===== config.mk =====
export PLATFORM = sky130hd
export DESIGN_NAME = jstk_spi_responder_flat
export DESIGN_NICKNAME = d
export VERILOG_FILES = /design/src/rtl/jstk_spi_responder_if.sv /design/src/rtl/jstk_spi_responder.sv /design/src/flat_wrapper.sv
export SDC_FILE = /design/constraint.sdc
export NUM_CORES = 1
export LEC_CHECK = 0
export CAP_MARGIN = 20
export CORE_MARGIN = 3
export CORE_UTILIZATION = 42
export CTS_BUF_LIST = sky130_fd_sc_hd__clkbuf_8 sky130_fd_sc_hd__clkbuf_16
export CTS_CLUSTER_SIZE = 10
export DETAILED_ROUTE_END_ITERATION = 8
export PLACE_DENSITY_LB_ADDON = 0.1
export SLEW_MARGIN = 20
export SYNTH_ARGS = -nofsm -noshare
export SYNTH_HDL_FRONTEND = slang
export SYNTH_SLANG_ARGS = --single-unit

===== constraint.sdc =====
create_clock -name Clk -period 2.35 [get_ports Clk]
set_clock_uncertainty 0.2 [all_clocks]
set_input_delay 0.235 -clock Clk [delete_from_list [all_inputs] [get_ports Clk]]
set_output_delay 0.235 -clock Clk [all_outputs]
set_load 0.02 [all_outputs]

===== src/rtl/jstk_spi_responder_if.sv =====
// rtl/jstk_spi_responder_if.sv - SPI pin bundle between a joystick-style SPI master and the responder
interface jstk_spi_responder_if;
    logic SS;
    logic SCLK;
    logic MOSI;
    logic MISO;

    modport master (output SS, output SCLK, output MOSI, input MISO);
    modport slave  (input SS, input SCLK, input MOSI, output MISO);
endinterface


===== src/rtl/jstk_spi_responder.sv =====
// rtl/jstk_spi_responder.sv - SPI mode-0 slave reporting X/Y/buttons in a 40-bit frame and accepting LED commands
module jstk_spi_responder (
    input  logic                       Clk,
    input  logic                       Reset,
    jstk_spi_responder_if.slave        spi,
    input  logic [9:0]                 X_Pos,
    input  logic [9:0]                 Y_Pos,
    input  logic [2:0]                 Buttons,
    output logic [1:0]                 Led_Cmd,
    output logic                       Frame_Done,
    output logic                       Frame_Error
);

    typedef enum logic [1:0] {IDLE, SHIFT, REPORT} state_t;

    // Synchronizer chains: meta -> sync -> prev (prev is the edge-detect stage)
    logic ss_meta_q, ss_sync_q, ss_prev_q;
    logic sclk_meta_q, sclk_sync_q, sclk_prev_q;
    logic mosi_meta_q, mosi_sync_q, mosi_prev_q;
    // Tracks how far real pin samples have propagated since reset, so the
    // reset values of the SS chain are never mistaken for a sampled high.
    logic [2:0] vld_q;

    state_t      state_q, state_d;
    logic [39:0] tx_q, tx_d;
    logic [7:0]  rx_q, rx_d;
    logic [5:0]  cnt_q, cnt_d;
    logic        miso_q, miso_d;
    logic [1:0]  led_q, led_d;
    logic        done_q, done_d;
    logic        err_q, err_d;
    logic        pend_q, pend_d;
    logic        armed_q, armed_d;

    logic        ss_fall, ss_rise, sclk_rise, sclk_fall;
    logic [39:0] frame;

    assign ss_fall   =  ss_prev_q   & ~ss_sync_q;
    assign ss_rise   = ~ss_prev_q   &  ss_sync_q;
    assign sclk_rise = ~sclk_prev_q &  sclk_sync_q;
    assign sclk_fall =  sclk_prev_q & ~sclk_sync_q;

    assign frame = {X_Pos[7:0], 6'b0, X_Pos[9:8], Y_Pos[7:0], 6'b0, Y_Pos[9:8], 5'b0, Buttons};

    assign spi.MISO    = miso_q;
    assign Led_Cmd     = led_q;
    assign Frame_Done  = done_q;
    assign Frame_Error = err_q;

    // Bring the asynchronous SPI pins into the Clk domain and delay once more for edge detection
    always_ff @(posedge Clk) begin
        if (Reset) begin
            ss_meta_q   <= 1'b1;
            ss_sync_q   <= 1'b1;
            ss_prev_q   <= 1'b1;
            sclk_meta_q <= 1'b0;
            sclk_sync_q <= 1'b0;
            sclk_prev_q <= 1'b0;
            mosi_meta_q <= 1'b0;
            mosi_sync_q <= 1'b0;
            mosi_prev_q <= 1'b0;
            vld_q       <= 3'b000;
        end else begin
            ss_meta_q   <= spi.SS;
            ss_sync_q   <= ss_meta_q;
            ss_prev_q   <= ss_sync_q;
            sclk_meta_q <= spi.SCLK;
            sclk_sync_q <= sclk_meta_q;
            sclk_prev_q <= sclk_sync_q;
            mosi_meta_q <= spi.MOSI;
            mosi_sync_q <= mosi_meta_q;
            mosi_prev_q <= mosi_sync_q;
            vld_q       <= {vld_q[1:0], 1'b1};
        end
    end

    // Next-state logic: frame capture, bit shifting, LED command decode and end-of-frame reporting
    always_comb begin
        state_d = state_q;
        tx_d    = tx_q;
        rx_d    = rx_q;
        cnt_d   = cnt_q;
        miso_d  = miso_q;
        led_d   = led_q;
        done_d  = 1'b0;
        err_d   = 1'b0;
        pend_d  = pend_q;
        // Armed only once SS has genuinely been seen high after reset
        armed_d = armed_q | (vld_q[2] & ss_prev_q & ss_sync_q);

        // First byte complete: a set command bit loads the LED field; rx is frozen from here on
        if (cnt_q == 6'd8 && rx_q[7]) begin
            led_d = rx_q[1:0];
        end

        case (state_q)
            IDLE: begin
                miso_d = 1'b0;
                if ((ss_fall && armed_q) || pend_q) begin
                    state_d = SHIFT;
                    tx_d    = frame;
                    rx_d    = 8'h00;
                    cnt_d   = 6'd0;
                    miso_d  = frame[39];
                    pend_d  = 1'b0;
                end
            end
            SHIFT: begin
                // SS release wins over any coincident SCLK edge
                if (ss_rise) begin
                    state_d = REPORT;
                    miso_d  = 1'b0;
                end else if (sclk_rise) begin
                    if (cnt_q < 6'd8) begin
                        rx_d = {rx_q[6:0], mosi_prev_q};
                    end
                    if (cnt_q < 6'd41) begin
                        cnt_d = cnt_q + 6'd1;
                    end
                end else if (sclk_fall) begin
                    tx_d   = {tx_q[38:0], 1'b0};
                    miso_d = tx_q[38];
                end
            end
            REPORT: begin
                miso_d  = 1'b0;
                done_d  = (cnt_q == 6'd40);
                err_d   = (cnt_q != 6'd40);
                state_d = IDLE;
                // A new frame starting during the report cycle is remembered for IDLE
                if (ss_fall) begin
                    pend_d = 1'b1;
                end
            end
            default: begin
                state_d = IDLE;
                miso_d  = 1'b0;
            end
        endcase
    end

    // State and output registers
    always_ff @(posedge Clk) begin
        if (Reset) begin
            state_q <= IDLE;
            tx_q    <= 40'd0;
            rx_q    <= 8'd0;
            cnt_q   <= 6'd0;
            miso_q  <= 1'b0;
            led_q   <= 2'b00;
            done_q  <= 1'b0;
            err_q   <= 1'b0;
            pend_q  <= 1'b0;
            armed_q <= 1'b0;
        end else begin
            state_q <= state_d;
            tx_q    <= tx_d;
            rx_q    <= rx_d;
            cnt_q   <= cnt_d;
            miso_q  <= miso_d;
            led_q   <= led_d;
            done_q  <= done_d;
            err_q   <= err_d;
            pend_q  <= pend_d;
            armed_q <= armed_d;
        end
    end

endmodule


===== src/flat_wrapper.sv =====
// flat-port wrapper written by rule: the top's interface ports become plain ports
module jstk_spi_responder_flat 
  (Clk, Reset, X_Pos, Y_Pos, Buttons, Led_Cmd, Frame_Done, Frame_Error, spi_SS, spi_SCLK, spi_MOSI, spi_MISO);
  jstk_spi_responder_if spi_i ();
  input  logic Clk;
  input  logic Reset;
  input  logic [9:0] X_Pos;
  input  logic [9:0] Y_Pos;
  input  logic [2:0] Buttons;
  output logic [1:0] Led_Cmd;
  output logic Frame_Done;
  output logic Frame_Error;
  input wire logic [$bits(spi_i.SS)-1:0] spi_SS;
  input wire logic [$bits(spi_i.SCLK)-1:0] spi_SCLK;
  input wire logic [$bits(spi_i.MOSI)-1:0] spi_MOSI;
  output wire logic [$bits(spi_i.MISO)-1:0] spi_MISO;
  assign spi_i.SS = spi_SS;
  assign spi_i.SCLK = spi_SCLK;
  assign spi_i.MOSI = spi_MOSI;
  assign spi_MISO = spi_i.MISO;
  jstk_spi_responder u_core (.Clk(Clk), .Reset(Reset), .spi(spi_i), .X_Pos(X_Pos), .Y_Pos(Y_Pos), .Buttons(Buttons), .Led_Cmd(Led_Cmd), .Frame_Done(Frame_Done), .Frame_Error(Frame_Error));
endmodule

==> impl_summary.md, run 1 <==
Run status
The run finished with clean final reports.

Timing
The number of slew-limit violations in the final report was 0. The tightest hold margin is approximately 0.10 ns. At the pin with the least slew margin, the transition time is 0.503 ns.

Measured against its own limit, the worst slew margin works out to around 66%. The final number of hold-violating endpoints is 0. Derived from the worst setup path, the maximum achievable clock frequency is 498 MHz. Dividing the final minimum period by the clock period gives ~85%. Counting I/O delays and the setup requirement, the final critical path takes roughly 2.0 ns.

Setup violations remaining at the end of the flow were counted as 0. Setup repair after global routing left no endpoint under its margin. After routing, the total negative slack on setup checks comes to 0 ns.

Placement
Counting tap cells, the placed design contains a total of 457 instances. The HPWL after detailed placement is between 3000 and 4000 um. In this run the cell area measured after placement is 3470 um^2.

The routability congestion estimate is 0.725. The number of buffer cells added on primary ports is 32.

Floorplan
The overall die area is roughly 8300 um^2. The vertical extent of the die is approximately 91 um. The total number of placement rows is 30. The effective utilization at floorplan is ~44%.

In this run the count of I/O pins placed on the die edge is 33. The total core area is 6940 um^2. The width of the chip is just over 90 um.

Detailed routing
The number of optimization iterations in the first detailed-route pass is 4. The vias per cell is 5.10. The post-detailed-route DRC marker count is 0. The routed via count is 2411. For this block, the routed nets add up to approximately 6000 um of wire.

The first routing iteration left 112 violations. The number of nets with antenna violations after detailed routing is 0. Dividing the detail-routed wire length by the instance count gives ~13 um.

Critical path
The data arrival at the endpoint of the critical path is approximately 2 ns. The worst register-to-register path ends at u_core.cnt_q[2]$_SDFFE_PP0P_. The worst flop-to-flop path startpoint is u_core.cnt_q[0]$_SDFFE_PP0P_. By startpoint and endpoint, the worst setup path is classified as reg -> reg. STA classifies the critical path endpoint as a flop. The critical path data required time is ~2.4 ns.

For flop-to-flop paths, the worst setup slack is 0.34 ns. In this run the worst setup path begins at u_core.cnt_q[0]$_SDFFE_PP0P_. STA classifies the critical path startpoint as a flop. In this run the worst path has a maximum fanout of 9.

The worst register-to-register path has a depth of 8.

Logic synthesis
The cell with the most instances after synthesis is sky130_fd_sc_hd__dfxtp_1. The leading area contributor after synthesis is sky130_fd_sc_hd__dfxtp_1. The share of the Yosys chip area taken by registers is roughly half. In this run the cell area of the synthesized design comes to 3060 um^2. The most used flip-flop cell after synthesis is sky130_fd_sc_hd__dfxtp_1. Ranked by total cell area, the synthesized netlist is headed by sky130_fd_sc_hd__dfxtp_1, sky130_fd_sc_hd__nand2_1, sky130_fd_sc_hd__a311oi_1. Ranked by instance count, the synthesized netlist is headed by sky130_fd_sc_hd__dfxtp_1, sky130_fd_sc_hd__nand2_1, sky130_fd_sc_hd__nor2_1, sky130_fd_sc_hd__nand3_1. The number of nets handed over by synthesis was roughly 380. After synthesis, the largest area contributor takes up 48.4% of total cell area. The synthesized area per cell is 8.82 um^2. The synthesized flop and latch total is 74. After synthesis, the share of flip-flops with an asynchronous set or reset is 0%. The cell count after synthesis came out at ~350.

The number of enable-type register cells in the synthesized netlist is 0. The synthesized netlist contains 37 unique library cells. The Yosys warning count is 0.

Clock network
The number of H-tree branching levels is 3. After clock tree synthesis, the clock-pin slew on the worst setup and hold paths is approximately 0.07 ns. TritonCTS built the clock tree. For this design, the CTS-stage hold fixing added 0 buffers.

The buffer levels on the longest clock path is 2. Buffers added to address setup during post-CTS repair amount to 0. Clock latency on the worst-skew pair, taken at its later pin, is ~0.34 ns.

The number of gates given a new drive strength after cts is 0. The tree is rooted in a sky130_fd_sc_hd__clkbuf_8. The clock net sink count is 74. Buffers inserted during clock tree synthesis total 9.

Min path
The path with the worst hold slack has its endpoint at u_core.armed_q$_SDFF_PP0_. The path category of the worst min-delay check is in -> reg. The origin of the worst min-delay path is Reset.

The instance count along the most critical hold path is 2.

Global routing
The aggregate global-route resource usage is 15.4%. The initial antenna violation count is 0. The first-pass GRT wire length is 10600 um. The final global-route overflow total is 0.

The number of global-route vias before repair came to approximately 2300. Entering global routing, the biggest net connects around 60 pins.

Power and ir drop
Combinational logic burns 5.2% of the power. IR analysis of the VDD net gives a maximum drop of 0.330 mV. Sequential cells burn roughly half of the power. For this design the static power due to leakage is between 0.001 and 0.0015 uW. Net switching is between 10% and 20% of the power. The final total power is roughly 2600 uW. Per report_power, the clock group accounts for between 40% and 50% of the total. The analysis attributes to net switching a power of roughly 520 uW.

The power per cell area is a little over 700 nW/um^2. The internal power contribution is 2100 uW.

Layout
Once layout is done, the placed cells without fillers occupy around 3700 um^2. The post-route netlist has between 10% and 20% of its cells at a drive strength greater than 1. At the end of the flow, the number of nets in the layout was around 400.

The multi-input logic area is ~1400 um^2. The finished layout holds 473 standard cells, fillers aside. The sequential cells in the finished layout cover a total of 1480 um^2. From synthesis to final layout, the design area changed by 21.8%.

The count of fill cells added during filler insertion is between 600 and 700. The number of antenna diodes in the final layout is 0.

Run
The tool flagged a number of max-cap violations equal to 0.
-- per-layer routing --
layer  track usage (%)  vias up  wire length [um]  part of all wire (%)
met5                 0        -                 0                     0
met4              4.52        0                68                   1.1
met3              6.13        6               289                   4.8
met2              23.6       33              2640                    44
met1              19.9     1130              2990                    50
li1                  -     1242                 -                     -
-- how the worst max path moves through the flow --
| stage | end |
|---|---|
| 6_report | u_core.cnt_q[2]$_SDFFE_PP0P_ |
| 5_1_grt | u_core.tx_q[8]$_SDFFE_PP0P_ |
| 4_1_cts | u_core.cnt_q[2]$_SDFFE_PP0P_ |
| 3_5_place_dp | u_core.cnt_q[2]$_SDFFE_PP0P_ |
| 3_3_place_gp | u_core.rx_q[3]$_SDFFE_PP0P_ |
| 2_1_floorplan | u_core.cnt_q[2]$_SDFFE_PP0P_ |
-- kinds of logic after synthesis --
kind of cell,count (synthesis),synth area share [%]
adders and majority gates,3,1.23
and+or+nand+nor,165,26.4
buffers and inverters,32,4.99
DFF,74,48.4
muxes,4,1.35
AOI/OAI and AO/OA,69,17.6
-- power by group through the flow --
stage	Sequential, uW	Clock [uW]	Combinational, uW
after global routing	1280	1290	151
final	1280	1210	135
after floorplan	1310	0	74.9
after CTS	1280	1240	138
after detailed placement	1310	0	136
after global placement	1310	0	137
-- flip-flops by register name (all words and copies together) (netlist names), 2 cells and up --
name	cells
u_core.cnt_q	6
u_core.state_q	2
u_core.tx_q	39
u_core.vld_q	3
u_core.rx_q	8
u_core.Led_Cmd	2
-- critical path: stages (launching register included) --
cell and delay [ns]:
sky130_fd_sc_hd__dfxtp_1 0.35, sky130_fd_sc_hd__inv_1 0.09, sky130_fd_sc_hd__ha_1 0.15, sky130_fd_sc_hd__nand2b_1 0.06, sky130_fd_sc_hd__a211o_1 0.33, sky130_fd_sc_hd__a211oi_4 0.21, sky130_fd_sc_hd__buf_4 0.19, sky130_fd_sc_hd__o21ai_0 0.09
sky130_fd_sc_hd__a31o_2 0.24
-- metrics by stage --
stage / utilization [%] / setup slack, ns
after floorplan: - / 0.419
after global placement: 50.0 / 0.369
after detailed placement: 50.0 / 0.362
after CTS: 53.6 / 0.347
after global routing: 53.6 / 0.204
final: 53.6 / 0.342
-- cell usage in the layout (no fill, tap or decap), drive strengths merged, types with 4 or more instances in the layout --
| cell | synthesis | routed |
|---|---|---|
| nand2 | 64 | 64 |
| nand2b | 14 | 14 |
| nor2 | 30 | 30 |
| a311oi | 21 | 21 |
| buf | 16 | 11 |
| nand3 | 32 | 32 |
| nor2b | 10 | 10 |
| dfxtp | 74 | 74 |
| a211oi | 4 | 4 |
| clkbuf | 12 | 11 |
| o21ai | 4 | 4 |
| inv | 4 | 5 |
| a21oi | 29 | 29 |
| nor3 | 4 | 4 |
| clkdlybuf4s50 | 0 | 31 |
-- layout make-up --
type                    count  share of cell area (%)
clock buffers              11                    4.06
clock inverters             5                    2.72
inverters                   4                   0.403
multi-input cells         241                    38.7
flip-flops and latches     74                    39.8
well taps                  96                    3.22
repair buffers             42                    11.2
(Power assumes the default switching activity.)
==> run 2, diff against run 1 <==
--- a/config.mk
+++ b/config.mk
@@ -6,6 +6,7 @@
 export NUM_CORES = 1
 export LEC_CHECK = 0
 export CAP_MARGIN = 20
+export CORE_ASPECT_RATIO = 1.4
 export CORE_MARGIN = 3
 export CORE_UTILIZATION = 42
 export CTS_BUF_LIST = sky130_fd_sc_hd__clkbuf_8 sky130_fd_sc_hd__clkbuf_16
==> impl_summary.md, run 2 (synthesized netlist as in run 1, its figures left out) <==
Detailed routing
The total routed wirelength is 6020 um (+0.48%). The number of nets with antenna violations after detailed routing is 0 (unchanged). The DRC marker count from the first detailed-route iteration is 162 (+45%). The routed wire length per instance is 12.8 um (+0.70%).

The vias per cell is 5.10 (about the same). The routed via count is 2406 (-0.21%). The number of optimization iterations in the first detailed-route pass is 4 (unchanged).

The post-detailed-route DRC marker count was 0 (unchanged).

Floorplan
The total number of placement rows was 36 (+20%). The overall die area is 8360 um^2 (+0.17%). The effective utilization at floorplan is 43.5% (-0.52 points).

The width of the chip is 78.1 um (-14%). The total core area is 7030 um^2 (+1.2%). The vertical extent of the die is 107 um (+17%).

The I/O pin count is 33 (unchanged).

Power and ir drop
The largest voltage drop on the vdd net was 0.292 mV (-11%). The power per cell area is 655 nW/um^2 (-7.0%). The switching share of power came to 21.7% (+1.9 points). The clock share of power is 41.2% (-4.8 points).

The sequential share of power is 53.2% (+4.4 points). The static power due to leakage is 0.00125 uW (-1.8%). The internal power contribution is 1890 uW (-10%). The net switching power came to 523 uW (+0.29%). The proportion of power drawn by combinational gates is 5.6% (+0.4 points).

Timing
The final number of hold-violating endpoints was 0 (unchanged). The worst-margin pin slew is 0.533 ns (+0.0298 ns). The aggregate negative setup slack is 0 ns (unchanged). The worst slew slack as a fraction of its limit is 64.0% (-2.0 points). The number of slew-limit violations in the final report is 0 (unchanged). The portion of the clock cycle consumed by the worst path in the final layout was 88.9% (+3.4 points). The shortest period the worst path allows is 2.09 ns (+0.0808 ns).

The maximum frequency from static timing analysis is 479 MHz (-3.9%). Setup repair after global routing left no endpoint under its margin. The final worst slack was 0.262 ns (-0.0808 ns).

The number of endpoints failing setup at the final stage was 0 (unchanged).

Critical path
The critical path class is reg -> reg. The critical path data required time is 2.38 ns (about the same). The largest fanout on the critical path is 10 (+1).

The nature of the critical path endpoint is a flop. The worst setup path is launched from a flop. The data arrival at the endpoint of the critical path came to 2.12 ns (+0.08 ns).

Global routing
The final global-route overflow total is 0 (unchanged). The first-pass GRT wire length is 10500 um (-1.3%). The number of global-route vias before repair is 2311 (-1.4%). The aggregate global-route resource usage is 15.4% (+0.053 points). The maximum number of pins on one net before global-route repair is 61 (unchanged). The initial antenna violation count is 0 (unchanged).

Placement
The HPWL after detailed placement is 3760 um (+3.0%). The number of buffer cells added on primary ports is 32 (unchanged). The routability congestion estimate was 0.751 (+3.6%). The worst setup slack after placement is 0.271 ns (-0.0913 ns).

Layout
The area growth from synthesis to final layout is 20.2%. The most common cell after layout, fill and taps aside is sky130_fd_sc_hd__dfxtp_1. In the layout the commonest cells are sky130_fd_sc_hd__dfxtp_1, sky130_fd_sc_hd__nand2_1, sky130_fd_sc_hd__clkdlybuf4s50_1. The ratio of cells with drive above 1 in the final layout is 14.3% (unchanged). The largest registers in the layout are u_core.tx_q (39), u_core.rx_q (8), u_core.cnt_q (6).

The count of inserted antenna diode cells was 0 (unchanged). The final layout net count is 403 (unchanged). The count of fill cells added during filler insertion is 687 (+4.9%). The largest register by flop count is u_core.tx_q. The number of flip-flops under the largest register name is 39 (unchanged).

Run status
The flow ran to the end, and the final reports show no timing, DRC or antenna violations.

Clock network
The clock net sink count is 74 (unchanged). The number of buffers created by CTS came to 9 (unchanged). The root buffer selected by CTS is sky130_fd_sc_hd__clkbuf_8.

The number of setup buffers added after CTS came to 0 (unchanged). The total of hold buffers inserted after clock tree synthesis is 0 (unchanged). The post-CTS clock slew at the launch and capture registers of the worst setup and hold paths is 0.07 ns (about the same). The clock tree from TritonCTS is yes.

The number of H-tree branching levels is 3 (unchanged). The number of gates given a new drive strength after cts is 0 (unchanged). The clock latency on the worst-skew pair came to 0.33 ns (about the same). The buffer levels on the longest clock path came to 2 (unchanged).

Min path
The path category of the worst min-delay check is in -> reg.

Run
The number of maximum-capacitance violations was 0 (unchanged).
-- run 2: layout make-up --
cell class | instances | area, um^2 | share of cell area, %
inverters | 4 | 15.0 | 0.408
well taps | 95 | 119 | 3.23
repair buffers | 42 | 415 | 11.3
clock inverters | 5 | 53.8 | 1.46
flip-flops and latches | 74 | 1480 | 40.3
multi-input cells | 241 | 1440 | 39.2
clock buffers | 11 | 151 | 4.12
-- run 2: power by group through the flow --
stage | clock network (uW) | registers (uW) | logic [uW]
after floorplan | 0 | 1310 | 74.9
after global placement | 0 | 1310 | 135
after detailed placement | 0 | 1310 | 136
after CTS | 1030 | 1280 | 137
after global routing | 1070 | 1280 | 151
final | 991 | 1280 | 135
-- run 2: metrics by stage --
step / instances / instance area [um^2] / power [uW] / util (%) / hold slack [ns]
finish: 472 / 3680 / 2410 / 52.3 / 0.0708
global route: 472 / 3680 / 2500 / 52.3 / 0.0924
CTS: 472 / 3680 / 2450 / 52.3 / 0.0645
global placement: 456 / 3470 / 1450 / 49.4 / 0.201
floorplan: 347 / 3060 / 1380 / - / 0.139
detailed placement: 456 / 3470 / 1450 / 49.4 / 0.202
-- run 2: worst max-delay path: stages, from the launching register on --
cell and delay (ns):
sky130_fd_sc_hd__dfxtp_1 0.34, sky130_fd_sc_hd__inv_1 0.09, sky130_fd_sc_hd__ha_1 0.14, sky130_fd_sc_hd__nand2b_1 0.05, sky130_fd_sc_hd__a211o_1 0.32, sky130_fd_sc_hd__a211oi_4 0.43, sky130_fd_sc_hd__o21ai_0 0.15, sky130_fd_sc_hd__a31o_2 0.26
-- run 2: path summary, 6_finish.rpt --
| path | startpoint | slack, ns | cells past startpoint | to |
|---|---|---|---|---|
| max | u_core.cnt_q[0]$_SDFFE_PP0P_ | 0.26 | 7 | u_core.cnt_q[2]$_SDFFE_PP0P_ |
| min | Reset | 0.07 | 2 | u_core.armed_q$_SDFF_PP0_ |
| max reg2reg | u_core.cnt_q[0]$_SDFFE_PP0P_ | 0.26 | 7 | u_core.cnt_q[2]$_SDFFE_PP0P_ |
| min reg2reg | u_core.ss_meta_q$_SDFF_PP1_ | 0.22 | 1 | u_core.ss_sync_q$_SDFF_PP1_ |
-- run 2: layer usage --
layer	vias up	GRT usage (%)	wire length, um
li1	1237	-	-
met2	29	24.9	2860
met5	-	0	0
met1	1132	19.6	2860
met3	8	2.86	191
met4	0	7.88	107
